[config.mk]
export PLATFORM = sky130hd
export DESIGN_NAME = demux_1x2_stream_flat
export DESIGN_NICKNAME = d
export VERILOG_FILES = /design/src/rtl/demux_1x2_stream_pkg.sv /design/src/rtl/demux_1x2_stream_if.sv /design/src/rtl/demux_1x2_stream_slot.sv /design/src/rtl/demux_1x2_stream.sv /design/src/flat_wrapper.sv
export SDC_FILE = /design/constraint.sdc
export NUM_CORES = 1
export LEC_CHECK = 0
export BUFFER_PORTS_ARGS = -buffer_cell sky130_fd_sc_hd__buf_2
export CAP_MARGIN = 40
export CORE_UTILIZATION = 49
export CTS_CLUSTER_DIAMETER = 80
export DETAILED_ROUTE_END_ITERATION = 7
export GPL_TIMING_DRIVEN = 0
export PLACE_DENSITY_LB_ADDON = 0.2
export SYNTH_ARGS = -nofsm -noshare
export SYNTH_HDL_FRONTEND = slang
export SYNTH_HIERARCHICAL = 1
export SYNTH_SLANG_ARGS = --single-unit
[constraint.sdc]
create_clock -name clk -period 2.5 [get_ports clk]
set_clock_uncertainty 0.15 [all_clocks]
set_input_delay 0.375 -clock clk [delete_from_list [all_inputs] [get_ports clk]]
set_output_delay 0.375 -clock clk [all_outputs]
set_load 0.02 [all_outputs]
[src/rtl/demux_1x2_stream_pkg.sv]
// Shared constants for the 1-to-2 stream demultiplexer.
// Used by the interface, the output slot and the top level.
package demux_pkg;

    localparam int   DATA_W_DEF = 8;
    localparam int   CNT_W_DEF  = 8;
    localparam logic SEL_OUT0   = 1'b0;
    localparam logic SEL_OUT1   = 1'b1;

endpackage : demux_pkg

[src/rtl/demux_1x2_stream_if.sv]
// Stream bundle for the demultiplexer: one input stream, two output streams, counter access.
// The slave modport is the demux side; the master modport is the producer/consumer side.
interface demux_1x2_stream_if
    import demux_pkg::*;
#(
    parameter int DATA_W = DATA_W_DEF,
    parameter int CNT_W  = CNT_W_DEF
);
    logic              in_valid;
    logic              in_ready;
    logic              in_sel;
    logic [DATA_W-1:0] in_data;
    logic              out0_valid;
    logic              out0_ready;
    logic [DATA_W-1:0] out0_data;
    logic              out1_valid;
    logic              out1_ready;
    logic [DATA_W-1:0] out1_data;
    logic              cnt_clr;
    logic [CNT_W-1:0]  out0_cnt;
    logic [CNT_W-1:0]  out1_cnt;

    modport slave (
        input  in_valid, in_sel, in_data, out0_ready, out1_ready, cnt_clr,
        output in_ready, out0_valid, out0_data, out1_valid, out1_data, out0_cnt, out1_cnt
    );

    modport master (
        output in_valid, in_sel, in_data, out0_ready, out1_ready, cnt_clr,
        input  in_ready, out0_valid, out0_data, out1_valid, out1_data, out0_cnt, out1_cnt
    );
endinterface : demux_1x2_stream_if

[src/rtl/demux_1x2_stream_slot.sv]
// One-entry output register slice with valid flag, held payload and a wrapping count
// of beats handed to the consumer.
module stream_slot
    import demux_pkg::*;
#(
    parameter int DATA_W = DATA_W_DEF,
    parameter int CNT_W  = CNT_W_DEF
) (
    input  logic              clk,
    input  logic              rst,
    input  logic              push,
    input  logic [DATA_W-1:0] push_data,
    input  logic              out_ready,
    input  logic              cnt_clr,
    output logic              out_valid,
    output logic [DATA_W-1:0] out_data,
    output logic [CNT_W-1:0]  out_cnt
);
    logic              valid_q, valid_d;
    logic [DATA_W-1:0] data_q,  data_d;
    logic [CNT_W-1:0]  cnt_q,   cnt_d;
    logic              pop_s;

    assign pop_s = valid_q && out_ready;

    // Next-state: a push always wins, so pop+push keeps the slot full with no bubble.
    always_comb begin
        valid_d = valid_q;
        data_d  = data_q;
        cnt_d   = cnt_q;
        if (push) begin
            valid_d = 1'b1;
            data_d  = push_data;
        end else if (pop_s) begin
            valid_d = 1'b0;
        end else begin
            valid_d = valid_q;
        end
        if (cnt_clr) begin
            cnt_d = {CNT_W{1'b0}};
        end else if (pop_s) begin
            cnt_d = cnt_q + {{(CNT_W-1){1'b0}}, 1'b1};
        end else begin
            cnt_d = cnt_q;
        end
    end

    // Slot state registers.
    always_ff @(posedge clk or posedge rst) begin
        if (rst) begin
            valid_q <= 1'b0;
            data_q  <= {DATA_W{1'b0}};
            cnt_q   <= {CNT_W{1'b0}};
        end else begin
            valid_q <= valid_d;
            data_q  <= data_d;
            cnt_q   <= cnt_d;
        end
    end

    assign out_valid = valid_q;
    assign out_data  = data_q;
    assign out_cnt   = cnt_q;
endmodule : stream_slot

[src/rtl/demux_1x2_stream.sv]
// Registered 1-to-2 stream demultiplexer: each input beat is steered by in_sel into one of
// two one-entry output slots. Input is strictly in-order (head-of-line blocking by design).
module demux_1x2_stream
    import demux_pkg::*;
#(
    parameter int DATA_W = DATA_W_DEF,
    parameter int CNT_W  = CNT_W_DEF
) (
    input  logic               clk,
    input  logic               rst,
    demux_1x2_stream_if.slave  bus
);
    logic in_ready_s;
    logic push0_s;
    logic push1_s;

    // Ready looks only at the selected slot; it never depends on in_valid.
    always_comb begin
        in_ready_s = 1'b0;
        if (rst) begin
            in_ready_s = 1'b0;
        end else if (bus.in_sel == SEL_OUT1) begin
            in_ready_s = !bus.out1_valid || bus.out1_ready;
        end else begin
            in_ready_s = !bus.out0_valid || bus.out0_ready;
        end
    end

    assign bus.in_ready = in_ready_s;
    assign push0_s      = bus.in_valid && in_ready_s && (bus.in_sel == SEL_OUT0);
    assign push1_s      = bus.in_valid && in_ready_s && (bus.in_sel == SEL_OUT1);

    stream_slot #(
        .DATA_W (DATA_W),
        .CNT_W  (CNT_W)
    ) u_slot0 (
        .clk       (clk),
        .rst       (rst),
        .push      (push0_s),
        .push_data (bus.in_data),
        .out_ready (bus.out0_ready),
        .cnt_clr   (bus.cnt_clr),
        .out_valid (bus.out0_valid),
        .out_data  (bus.out0_data),
        .out_cnt   (bus.out0_cnt)
    );

    stream_slot #(
        .DATA_W (DATA_W),
        .CNT_W  (CNT_W)
    ) u_slot1 (
        .clk       (clk),
        .rst       (rst),
        .push      (push1_s),
        .push_data (bus.in_data),
        .out_ready (bus.out1_ready),
        .cnt_clr   (bus.cnt_clr),
        .out_valid (bus.out1_valid),
        .out_data  (bus.out1_data),
        .out_cnt   (bus.out1_cnt)
    );
endmodule : demux_1x2_stream
[src/flat_wrapper.sv]
// flat-port wrapper written by rule: the top's interface ports become plain ports
module demux_1x2_stream_flat import demux_pkg::*;
#(
    parameter int DATA_W = DATA_W_DEF,
    parameter int CNT_W  = CNT_W_DEF
)
  (clk, rst, bus_in_valid, bus_in_sel, bus_in_data, bus_out0_ready, bus_out1_ready, bus_cnt_clr, bus_in_ready, bus_out0_valid, bus_out0_data, bus_out1_valid, bus_out1_data, bus_out0_cnt, bus_out1_cnt);
  demux_1x2_stream_if #(.DATA_W(DATA_W), .CNT_W(CNT_W)) bus_i ();
  input  logic clk;
  input  logic rst;
  input wire logic [$bits(bus_i.in_valid)-1:0] bus_in_valid;
  input wire logic [$bits(bus_i.in_sel)-1:0] bus_in_sel;
  input wire logic [$bits(bus_i.in_data)-1:0] bus_in_data;
  input wire logic [$bits(bus_i.out0_ready)-1:0] bus_out0_ready;
  input wire logic [$bits(bus_i.out1_ready)-1:0] bus_out1_ready;
  input wire logic [$bits(bus_i.cnt_clr)-1:0] bus_cnt_clr;
  output wire logic [$bits(bus_i.in_ready)-1:0] bus_in_ready;
  output wire logic [$bits(bus_i.out0_valid)-1:0] bus_out0_valid;
  output wire logic [$bits(bus_i.out0_data)-1:0] bus_out0_data;
  output wire logic [$bits(bus_i.out1_valid)-1:0] bus_out1_valid;
  output wire logic [$bits(bus_i.out1_data)-1:0] bus_out1_data;
  output wire logic [$bits(bus_i.out0_cnt)-1:0] bus_out0_cnt;
  output wire logic [$bits(bus_i.out1_cnt)-1:0] bus_out1_cnt;
  assign bus_i.in_valid = bus_in_valid;
  assign bus_i.in_sel = bus_in_sel;
  assign bus_i.in_data = bus_in_data;
  assign bus_i.out0_ready = bus_out0_ready;
  assign bus_i.out1_ready = bus_out1_ready;
  assign bus_i.cnt_clr = bus_cnt_clr;
  assign bus_in_ready = bus_i.in_ready;
  assign bus_out0_valid = bus_i.out0_valid;
  assign bus_out0_data = bus_i.out0_data;
  assign bus_out1_valid = bus_i.out1_valid;
  assign bus_out1_data = bus_i.out1_data;
  assign bus_out0_cnt = bus_i.out0_cnt;
  assign bus_out1_cnt = bus_i.out1_cnt;
  demux_1x2_stream #(.DATA_W(DATA_W), .CNT_W(CNT_W)) u_core (.clk(clk), .rst(rst), .bus(bus_i));
endmodule
==> results of run 1 <==
==> final cells by class <==
class	count	area [µm²]
fill	256	985
sequential	34	851
multi-input combinational	84	618
timing repair buffer	48	240
clock buffer	6	51.3
inverter	11	41.3
tap	31	38.8
buffer	4	15.0
clock inverter	2	12.5
==> logic make-up (layout without fill, tap and decap cells) <==
group                      Yosys count  after routing
AOI/OAI and AO/OA                   22             22
buffers and inverters               15             71
muxes                               18             18
xor gates and xnor gates             4              4
and+or+nand+nor                     38             38
adders and majority gates            2              2
DFF                                 34             34
==> power breakdown <==
group / switching, mW / internal, mW
clock: 0.179 / 0.135
sequential: 0.0343 / 0.609
combinational: 0.148 / 0.101
total: 0.362 / 0.844
==> stage by stage <==
stage	hold slack, ns	std cells	utilization [%]	worst slack [ns]	power, mW
2_1_floorplan	0.151	133	-	0.668	0.810
3_3_place_gp	0.335	212	63.2	0.578	0.898
3_5_place_dp	0.341	212	63.2	0.546	0.907
4_1_cts	0.0241	220	65.5	0.536	1.23
5_1_grt	0.0546	220	65.5	0.438	1.27
6_report	0.0163	220	65.5	0.541	1.21
==> state kept, by name, summed over array words and instances, names as in the netlist <==
name and count:
u_core/u_slot1/out_valid 1, u_core/u_slot0/out_valid 1, u_core/u_slot1/out_data 8, u_core/u_slot0/out_data 8
u_core/u_slot1/out_cnt 8, u_core/u_slot0/out_cnt 8
==> synth_stat cells (all sizes together) <==
| cell | n |
|---|---|
| nor4 | 2 |
| inv | 11 |
| mux2 | 18 |
| xor2 | 2 |
| ha | 2 |
| o21ai | 6 |
| nor4b | 1 |
| dfrtp | 34 |
| nor3b | 1 |
| nand3b | 1 |
| xnor2 | 2 |
| nand4 | 4 |
| or3 | 6 |
| or4 | 2 |
| nor2b | 3 |
| a21o | 2 |
| clkbuf | 4 |
| a21oi | 11 |
| a311oi | 1 |
| nor2 | 6 |
| o31ai | 2 |
| nand2 | 6 |
| nand3 | 6 |
==> metal layers <==
metal  global-route usage [%]  share of wire (%)  routed length [µm]
met3                     6.92                5.4                 159
met1                     24.6                 44                1270
met2                     32.9                 49                1450
met4                     9.18                1.5                  44
met5                        0                  0                   0
==> how the worst min path moves through the flow <==
stage | depth (start not counted) | from | slack [ns] | endpoint
global placement | 1 | u_core/u_slot0/out_data[1] | 0.34 | u_core/u_slot0/out_data[1]
CTS | 2 | rst | 0.02 | u_core/u_slot1/out_data[6]
finish | 2 | rst | 0.02 | u_core/u_slot1/out_data[3]
global route | 2 | rst | 0.05 | u_core/u_slot1/out_data[4]
detailed placement | 1 | u_core/u_slot0/out_data[7] | 0.34 | u_core/u_slot0/out_data[7]
floorplan | 1 | rst | 0.15 | u_core/u_slot0/out_cnt[0]
==> results.toml, run 1 <==
[logic_synthesis]
ys_ff_latch = 34
synthCells = 133
synth_area_leader_cell = "dfrtp_1"
syn_area_per_cell_um2 = 11.5
synth_top_area_share_pct = 55.8
syn-cell-area_mm2 = 0.00153
yosys.area_share.simple_pct = 15.0
yosysWarnings = 6
synth.net_count = 150
ys_types = 25
synth_compound_area_share_pct = 8.29
synth_top_family_by_area = "simple AND/OR/NAND/NOR gates"
synth_xor_area_share_pct = 2.30
synth_mux_area_share_pct = 13.3
synthAdderAreaFrac_pct = 1.64
synth.area.top_cells = "dfrtp_1 (56%), mux2_2 (13%), a21oi_1 (3.6%)"
synth.yosys.seq_area_share_pct = 55.8

[sta]
rsz0062_at_grt = "false"
report.final.slew_viol_count = 0
fmax_mhz = 510
hold_viol = 0
relSlewSlack_pct = 55.9
setup_viol = 0
final.min_clock_period_ns = 1.96
finalSetupTns_ns = 0
fin_crit_sh_pct = 78.4
worstMarginPinSlew_ns = 0.661

[global_routing]
antenna_found_initial = 0
grt_overflow = 0
grt_pass1_vias = 1110
grt_use_total_pct = 20.2
grt_max_degree = 18
grt_pass1_wl_um = 4930

[setup_path]
critPathCaptureType = "output pin"
reg2reg_slack_ns = 0.54
worst_setup_path_startpoint = "u_core/u_slot0/out_valid"
worstSetupPathType = "reg -> out"
cp-start-kind = "flip-flop"
crit_end = "bus_in_ready"
rr_endpoint = "u_core/u_slot0/out_data[3]"
critPathArrivalTime_ns = 1.43
critPathMaxFanout = 9
crit_cells = 3
cpMaxStageDelayCell = "dfrtp_1"
critical_path_buf_inv_count = 1
cp_top_family = "flip-flops"
r2r_cells = 4
slowest_delay_ns = 0.48
rr_startpoint = "u_core/u_slot0/out_valid"
worstPathRequired_ns = 1.98
path_cells = "nor3b_1 > a311oi_1 > buf_2"

[placed_design]
place_area_mm2 = 0.00180
io_buffers = 48
gp_congestion = 0.818
hpwl_um = 2180

[job]
drv_cap = 0

[power]
ir_drop_v = 0.000529
p_leak_nw = 0.908
pwr_density_cell_mw_per_mm2 = 646

[clock_tree]
post-cts-setup-buffers = 0
clk_path_buf_depth = 2
clkTransAtPathRegs_ns = 0.10
cts_sinks = 34
cts_resized = 0
clk_latency_ns = 0.33
root_buffer = "clkbuf_4"
cts_tree = "done"
cts_max_level = 2
ctsHoldBuffers = 0
cts_buffers = 5

[min_path]
hp-class = "in -> async"

[drt]
wl_per_cell_um = 13.3
wl_um = 2920
detail-route-antenna-nets = 0
initialDrtViolationCount = 33
drc = 2
dr.pass1.iters = 6
via_per_inst = 5.44
vias = 1196

[layout]
drive_gt1_share_pct = 42.9
area.growth.synth_to_final_pct = 22.5
layout_commonest_cell = "buf_2"
antenna_cells = 0
layout_common_cells = "buf_2 (48), dfrtp_1 (34), mux2_2 (18)"
fin_area_mm2 = 0.00187
finalNetCount = 205

[die]
die_w_um = 57.8
die_area_mm2 = 0.00334
die_h_um = 57.8
ios = 50
core_area_mm2 = 0.00285
num_rows = 19
start_util_pct = 53.5

[run_status]
status = "finished, violations left"
failed_checks = "DRC"
(Power assumes the default switching activity.)
==> run 2: changes to the inputs <==
--- a/config.mk
+++ b/config.mk
@@ -5,9 +5,10 @@
 export SDC_FILE = /design/constraint.sdc
 export NUM_CORES = 1
 export LEC_CHECK = 0
+export ABC_AREA = 1
 export BUFFER_PORTS_ARGS = -buffer_cell sky130_fd_sc_hd__buf_2
 export CAP_MARGIN = 40
-export CORE_UTILIZATION = 49
+export CORE_UTILIZATION = 45
 export CTS_CLUSTER_DIAMETER = 80
 export DETAILED_ROUTE_END_ITERATION = 7
 export GPL_TIMING_DRIVEN = 0
==> constraint.sdc (replaced) <==
create_clock -name clk -period 1.65 [get_ports clk]
set_clock_uncertainty 0.15 [all_clocks]
set_input_delay 0.2475 -clock clk [delete_from_list [all_inputs] [get_ports clk]]
set_output_delay 0.2475 -clock clk [all_outputs]
set_load 0.02 [all_outputs]
==> run 2 against run 1 <==
Against the previous run:
- the run now ends clean
- critical path depth grew 1
- sequential power increased by 49%
- combinational power is 53% higher
- first-iteration DRC count increased by 140%
- global-route usage grew 1.3 points
- non-clock buffer count up 13
- sequential share of layout area down 4.9 points
- die area up 13%
- synthesized area rose by 4.2%
- total power grew 47%
- sequential cell count is the same
- utilization is 3.1 points lower
==> results.toml, run 2 <==
[run_status]
status = "finished clean"

[clock_tree]
clk_latency_ns = 0.35
cts_tree = "done"
cts_sinks = 34
root_buffer = "clkbuf_4"
clkTransAtPathRegs_ns = 0.11
clk_path_buf_depth = 2
cts_max_level = 2
cts_buffers = 5

[drt]
wl_per_cell_um = 11.4
drc = 0
dr.pass1.iters = 4
detail-route-antenna-nets = 0
vias = 1482
wl_um = 3600
initialDrtViolationCount = 78
via_per_inst = 4.68

[logic_synthesis]
synth.yosys.seq_area_share_pct = 53.5
ys_types = 16
synthFlopType = "dfrtp_1"
async_reset_ff_share_pct = 100
syn_area_per_cell_um2 = 7.91
synth-edff-count = 0
synth.net_count = 218
yosysWarnings = 6
synth_area_leader_cell = "dfrtp_1"
ys_ff_latch = 34
synth.area.top_cells = "dfrtp_1 (54%), nand2_1 (19%), inv_1 (6.4%)"
synth_top_area_share_pct = 53.5
synthCells = 201
synth.most_common_cell = "nand2_1"
syn-cell-area_mm2 = 0.00159
synth_commonest_cells = "nand2_1 (79), dfrtp_1 (34), inv_1 (27), nor2_1 (16), a21oi_1 (10)"

[setup_path]
cp-start-kind = "flip-flop"
rr_startpoint = "u_core/u_slot1/out_valid"
cp_top_family = "flip-flops"
crit_cells = 4
worstSetupPathType = "reg -> out"
rr_endpoint = "u_core/u_slot1/out_data[7]"
critPathMaxFanout = 3
path_cells = "nand3b_4 > nand2_1 > nor2_1 > buf_4"
cpMaxStageDelayCell = "dfrtp_2"
critical_path_buf_inv_count = 1
slowest_delay_ns = 0.44
reg2reg_slack_ns = 0.15
worst_setup_path_startpoint = "u_core/u_slot0/out_valid"
critPathArrivalTime_ns = 1.20
worstPathRequired_ns = 1.25
r2r_cells = 7
critPathCaptureType = "output pin"

[layout]
area.growth.synth_to_final_pct = 32.0
finalNetCount = 288
drive_gt1_share_pct = 27.3
antenna_cells = 0
layout_common_cells = "nand2_1 (79), buf_2 (49), dfrtp_1 (32)"
final_core_util_pct = 62.4
layout_commonest_cell = "nand2_1"

[global_routing]
antenna_found_initial = 0
grt_use_total_pct = 21.5
grt_pass1_wl_um = 5750
grt-busiest-layer = "met2"
grt_max_degree = 18
grt_pass1_vias = 1325
grt_overflow = 0
met2_usage_pct = 34.0
grt_util_met3_pct = 6.30
grtUsageMet1_pct = 28.4

[sta]
worstMarginPinSlew_ns = 0.673
report.final.slew_viol_count = 0
fin_crit_sh_pct = 96.8
hold_viol = 0
relSlewSlack_pct = 55.1
setup_viol = 0
layout_setup_ws_ns = 0.0528
final.min_clock_period_ns = 1.60
rsz0062_at_grt = "false"
fmax_mhz = 626

[min_path]
holdPathEnd = "u_core/u_slot1/out_valid"
hold_depth = 2
hp-class = "in -> reg"
worstHoldStart = "bus_out1_ready"

[power]
p_sw_uw = 567
seqPwrFrac_pct = 54.1
total_power_mw = 1.77
swShare_pct = 32.1
p_int_mw = 1.20
pwr-share-clk_pct = 24.4
p_comb_share_pct = 21.5
p_leak_nw = 1.23
pwr_density_cell_mw_per_mm2 = 843
ir_drop_v = 0.000562

[die]
ios = 50
num_rows = 21
die_area_mm2 = 0.00377
die_w_um = 61.4
die_h_um = 61.4
core_area_mm2 = 0.00336
start_util_pct = 47.2

[job]
drv_cap = 0

[placed_design]
dp_slack_ns = -0.0511
hpwl_um = 2460
gp_congestion = 0.753
io_buffers = 49
==> run 2: metal layers <==
metal	share of wire [%]	wire, µm	up-vias
li1	-	-	757
met3	5.0	181	6
met2	47	1680	35
met5	0	0	-
met1	47	1680	684
met4	1.7	61	0
==> run 2: worst max-delay path by stage <==
stage | endpoint | slack, ns
CTS | bus_in_ready | 0.009
global placement | u_core/u_slot1/out_data[6] | -0.02
finish | bus_in_ready | 0.05
global route | bus_in_ready | 0.002
detailed placement | u_core/u_slot1/out_data[3] | -0.05
floorplan | u_core/u_slot1/out_data[0] | 0.15
==> run 2: repair_timing <==
item | in CTS | in global routing
hold buffers | 11 | 0
endpoints found under the hold margin | 53 | 0
setup buffers | 1 | 2
gates cloned | 0 | 0
resized for setup | 2 | 6
setup endpoints to repair | 12 | 19
pin swaps | 0 | 2
==> run 2: logic make-up (layout without fill, tap and decap cells) <==
logic type      count (synthesis)  after routing  share of synthesized area, %
compound gates                 18             18                          5.83
fa+ha+maj                       2              2                          1.57
flops                          34             34                          53.5
simple gates                  115            115                          31.3
buf+inv                        32            102                          7.72
==> run 2: final cells by class <==
class / count / area, µm²
clock inverters: 2 / 10.0
multi-input cells: 135 / 629
plain buffers: 2 / 12.5
inverters: 30 / 118
flip-flops and latches: 34 / 853
fillers: 339 / 1260
clock buffers: 5 / 37.5
repair buffers: 63 / 380
well taps: 46 / 57.6
==> run 2: per-stage QoR <==
step | TNS [ns] | cell area, µm² | cells | hold slack [ns]
2_1_floorplan | 0 | 1590 | 201 | 0.0236
3_3_place_gp | -0.0838 | 1890 | 296 | 0.260
3_5_place_dp | -0.313 | 1890 | 296 | 0.269
4_1_cts | 0 | 2060 | 315 | 0.00318
5_1_grt | 0 | 2100 | 317 | 0.0328
6_report | 0 | 2100 | 317 | 0.00655
==> run 2: power groups by stage <==
stage	Combinational, mW	Sequential (mW)	Clock (mW)
after floorplan	0.108	1.07	0
after global placement	0.341	0.972	0
after detailed placement	0.347	0.973	0
after CTS	0.373	0.957	0.448
after global routing	0.427	0.969	0.478
final	0.381	0.957	0.432
==> run 3: changes to the inputs <==
--- a/config.mk
+++ b/config.mk
@@ -8,12 +8,12 @@
 export ABC_AREA = 1
 export BUFFER_PORTS_ARGS = -buffer_cell sky130_fd_sc_hd__buf_2
 export CAP_MARGIN = 40
-export CORE_UTILIZATION = 45
+export CORE_UTILIZATION = 46
 export CTS_CLUSTER_DIAMETER = 80
 export DETAILED_ROUTE_END_ITERATION = 7
 export GPL_TIMING_DRIVEN = 0
+export MAX_ROUTING_LAYER = met4
 export PLACE_DENSITY_LB_ADDON = 0.2
 export SYNTH_ARGS = -nofsm -noshare
 export SYNTH_HDL_FRONTEND = slang
-export SYNTH_HIERARCHICAL = 1
 export SYNTH_SLANG_ARGS = --single-unit
==> run 3 against run 2 <==
Against the previous run:
- the flow now finishes with violations (hold timing)
- sequential power barely moved
- sequential share of layout area increased by 0.051 points
- non-clock buffer count shrank 8
- via count decreased by 1.0%
- critical endpoint unchanged
==> results.toml, run 3 <==
[job]
drv_cap = 0

[sta]
setup_viol = 0
worstMarginPinSlew_ns = 0.333
rsz0062_at_grt = "false"
relSlewSlack_pct = 77.8
finalSetupTns_ns = 0
report.final.slew_viol_count = 0
fin_crit_sh_pct = 95.6
final.min_clock_period_ns = 1.58
fmax_mhz = 634
hold_viol = 34
holdWs_ns = -0.274

[placed_design]
io_buffers = 48
post-place-cells = 291
place_area_mm2 = 0.00198
hpwl_um = 2440
gp_congestion = 0.782

[die]
ios = 50
die_area_mm2 = 0.00390
die_w_um = 62.5
num_rows = 21
start_util_pct = 49.2
core_area_mm2 = 0.00342
die_h_um = 62.5

[logic_synthesis]
synth_commonest_cells = "nand2_1 (55), dfrtp_1 (34), inv_1 (22), nor2_1 (18), nand3_1 (12)"
synth.yosys.seq_area_share_pct = 50.6
async_reset_ff_share_pct = 100
synthFlopType = "dfrtp_1"
synthCells = 197
synth_top_area_share_pct = 50.6
syn_area_per_cell_um2 = 8.54
syn-cell-area_mm2 = 0.00168
synth-edff-count = 0
synth.net_count = 214
ys_ff_latch = 34
ys_types = 25
synth.most_common_cell = "nand2_1"
synth_area_leader_cell = "dfrtp_1"
yosysWarnings = 0
synth.area.top_cells = "dfrtp_1 (51%), nand2_1 (12%), inv_1 (4.9%)"

[setup_path]
critPathArrivalTime_ns = 1.18
path_cells = "nand3_1 > nand2_2 > nor2_8 > buf_4"
cpMaxStageDelayCell = "dfrtp_1"
worstSetupPathType = "reg -> out"
critPathMaxFanout = 2
worstPathRequired_ns = 1.25
cp-start-kind = "flip-flop"
r2r_cells = 6
slowest_delay_ns = 0.39
critPathCaptureType = "output pin"

[power]
pwr_density_cell_mw_per_mm2 = 887
pwr-share-clk_pct = 26.3
seqPwrFrac_pct = 51.6
p_int_mw = 1.26
p_sw_uw = 590
p_leak_nw = 1.15
ir_drop_v = 0.000551
swShare_pct = 31.8
total_power_mw = 1.85
p_comb_share_pct = 22.0

[drt]
vias = 1467
wl_per_cell_um = 11.5
dr.pass1.iters = 4
wl_um = 3500
detail-route-antenna-nets = 0
initialDrtViolationCount = 52
drc = 0
via_per_inst = 4.83

[global_routing]
grt_use_total_pct = 20.9
grt_pass1_vias = 1389
grt_overflow = 0
antenna_found_initial = 0
grt_pass1_wl_um = 6190
grt_max_degree = 37

[clock_tree]
clk_path_buf_depth = 2
cts_tree = "done"
clk_latency_ns = 0.34
ctsHoldBuffers = 2
root_buffer = "clkbuf_4"
cts_buffers = 5
cts_sinks = 34
cts_max_level = 2
clkTransAtPathRegs_ns = 0.12

[layout]
final_cells = 304
fin_area_mm2 = 0.00209
layout_commonest_cell = "nand2_1"
layout_common_cells = "nand2_1 (55), buf_2 (48), dfrtp_1 (34)"
area.growth.synth_to_final_pct = 24.3
antenna_cells = 0
finalNetCount = 274
drive_gt1_share_pct = 32.9

[min_path]
hp-class = "in -> async"

[run_status]
status = "finished, violations left"
failed_checks = "hold timing"
## run 3: cell count changes in the layout (fill, tap and decap cells not counted), sizes merged, moves of 3 or more
cell         change
nor2             +3
inv              -3
o21ai            +8
nand2           -22
nand3            +6
nand4            +5
dlygate4sd3      -9
a21oi            -3
## run 3: worst max-delay path: cells and delay by family (launching register included)
kind	cells	cell delay, ns
DFF	1	0.39
and+or+nand+nor	3	0.32
buffers and inverters	1	0.14
## run 3: power by group through the flow
| stage | registers, mW | logic [mW] | clock network, mW |
|---|---|---|---|
| 2_1_floorplan | 1.08 | 0.155 | 0 |
| 3_3_place_gp | 0.976 | 0.387 | 0 |
| 3_5_place_dp | 0.977 | 0.394 | 0 |
| 4_1_cts | 0.959 | 0.412 | 0.501 |
| 5_1_grt | 0.968 | 0.448 | 0.533 |
| 6_report | 0.957 | 0.409 | 0.488 |
## run 3: metrics by stage
stage	setup WS (ns)	utilization (%)
final	0.0732	61.2
after global routing	0.00827	61.2
after CTS	0.0285	61.0
after detailed placement	-0.302	57.9
after global placement	-0.293	57.9
after floorplan	0.0596	-
## run 3: cells by family (layout without fill, tap and decap cells)
group / count (synthesis) / after routing / synth area share (%)
compound gates: 21 / 21 / 8.04
xor+xnor: 1 / 1 / 0.521
fa+ha+maj: 2 / 2 / 1.49
buf+inv: 32 / 93 / 8.71
simple gates: 107 / 107 / 30.7
flops: 34 / 34 / 50.6
## run 3: per-layer routing
layer	vias to the layer above	share of wire, %	track usage, %
li1	747	-	-
met1	676	47	25.9
met2	39	48	32.2
met3	5	4.1	5.11
met4	0	1.4	9.30
met5	-	0	-
## run 3: worst paths after layout
kind                                                    to                       start  slack [ns]
worst min-delay path             u_core.u_slot1.out_cnt[6]                         rst       -0.27
worst max register to register   u_core.u_slot1.out_cnt[4]   u_core.u_slot1.out_cnt[0]        0.21
min in group clk                u_core.u_slot1.out_data[2]              bus_in_data[2]        0.01
max in group asynchronous        u_core.u_slot1.out_cnt[7]                         rst        1.35
worst max-delay path                          bus_in_ready    u_core.u_slot1.out_valid        0.07
worst min register to register  u_core.u_slot0.out_data[0]  u_core.u_slot0.out_data[0]        0.32
## run 3: layout make-up
type / count / area [µm²]
buffer: 4 / 27.5
clock buffer: 7 / 55.1
clock inverter: 1 / 5.00
fill: 317 / 1330
inverter: 28 / 124
multi-input combinational: 131 / 684
sequential: 34 / 851
tap: 46 / 57.6
timing repair buffer: 53 / 285
## run 3: repair_timing
item                                    4_1_cts  5_1_grt
pin swaps                                     1        0
endpoints found under the setup margin        1        1
buffers inserted                              3        0
hold endpoints to repair                     37       34
resized for setup                             1        2
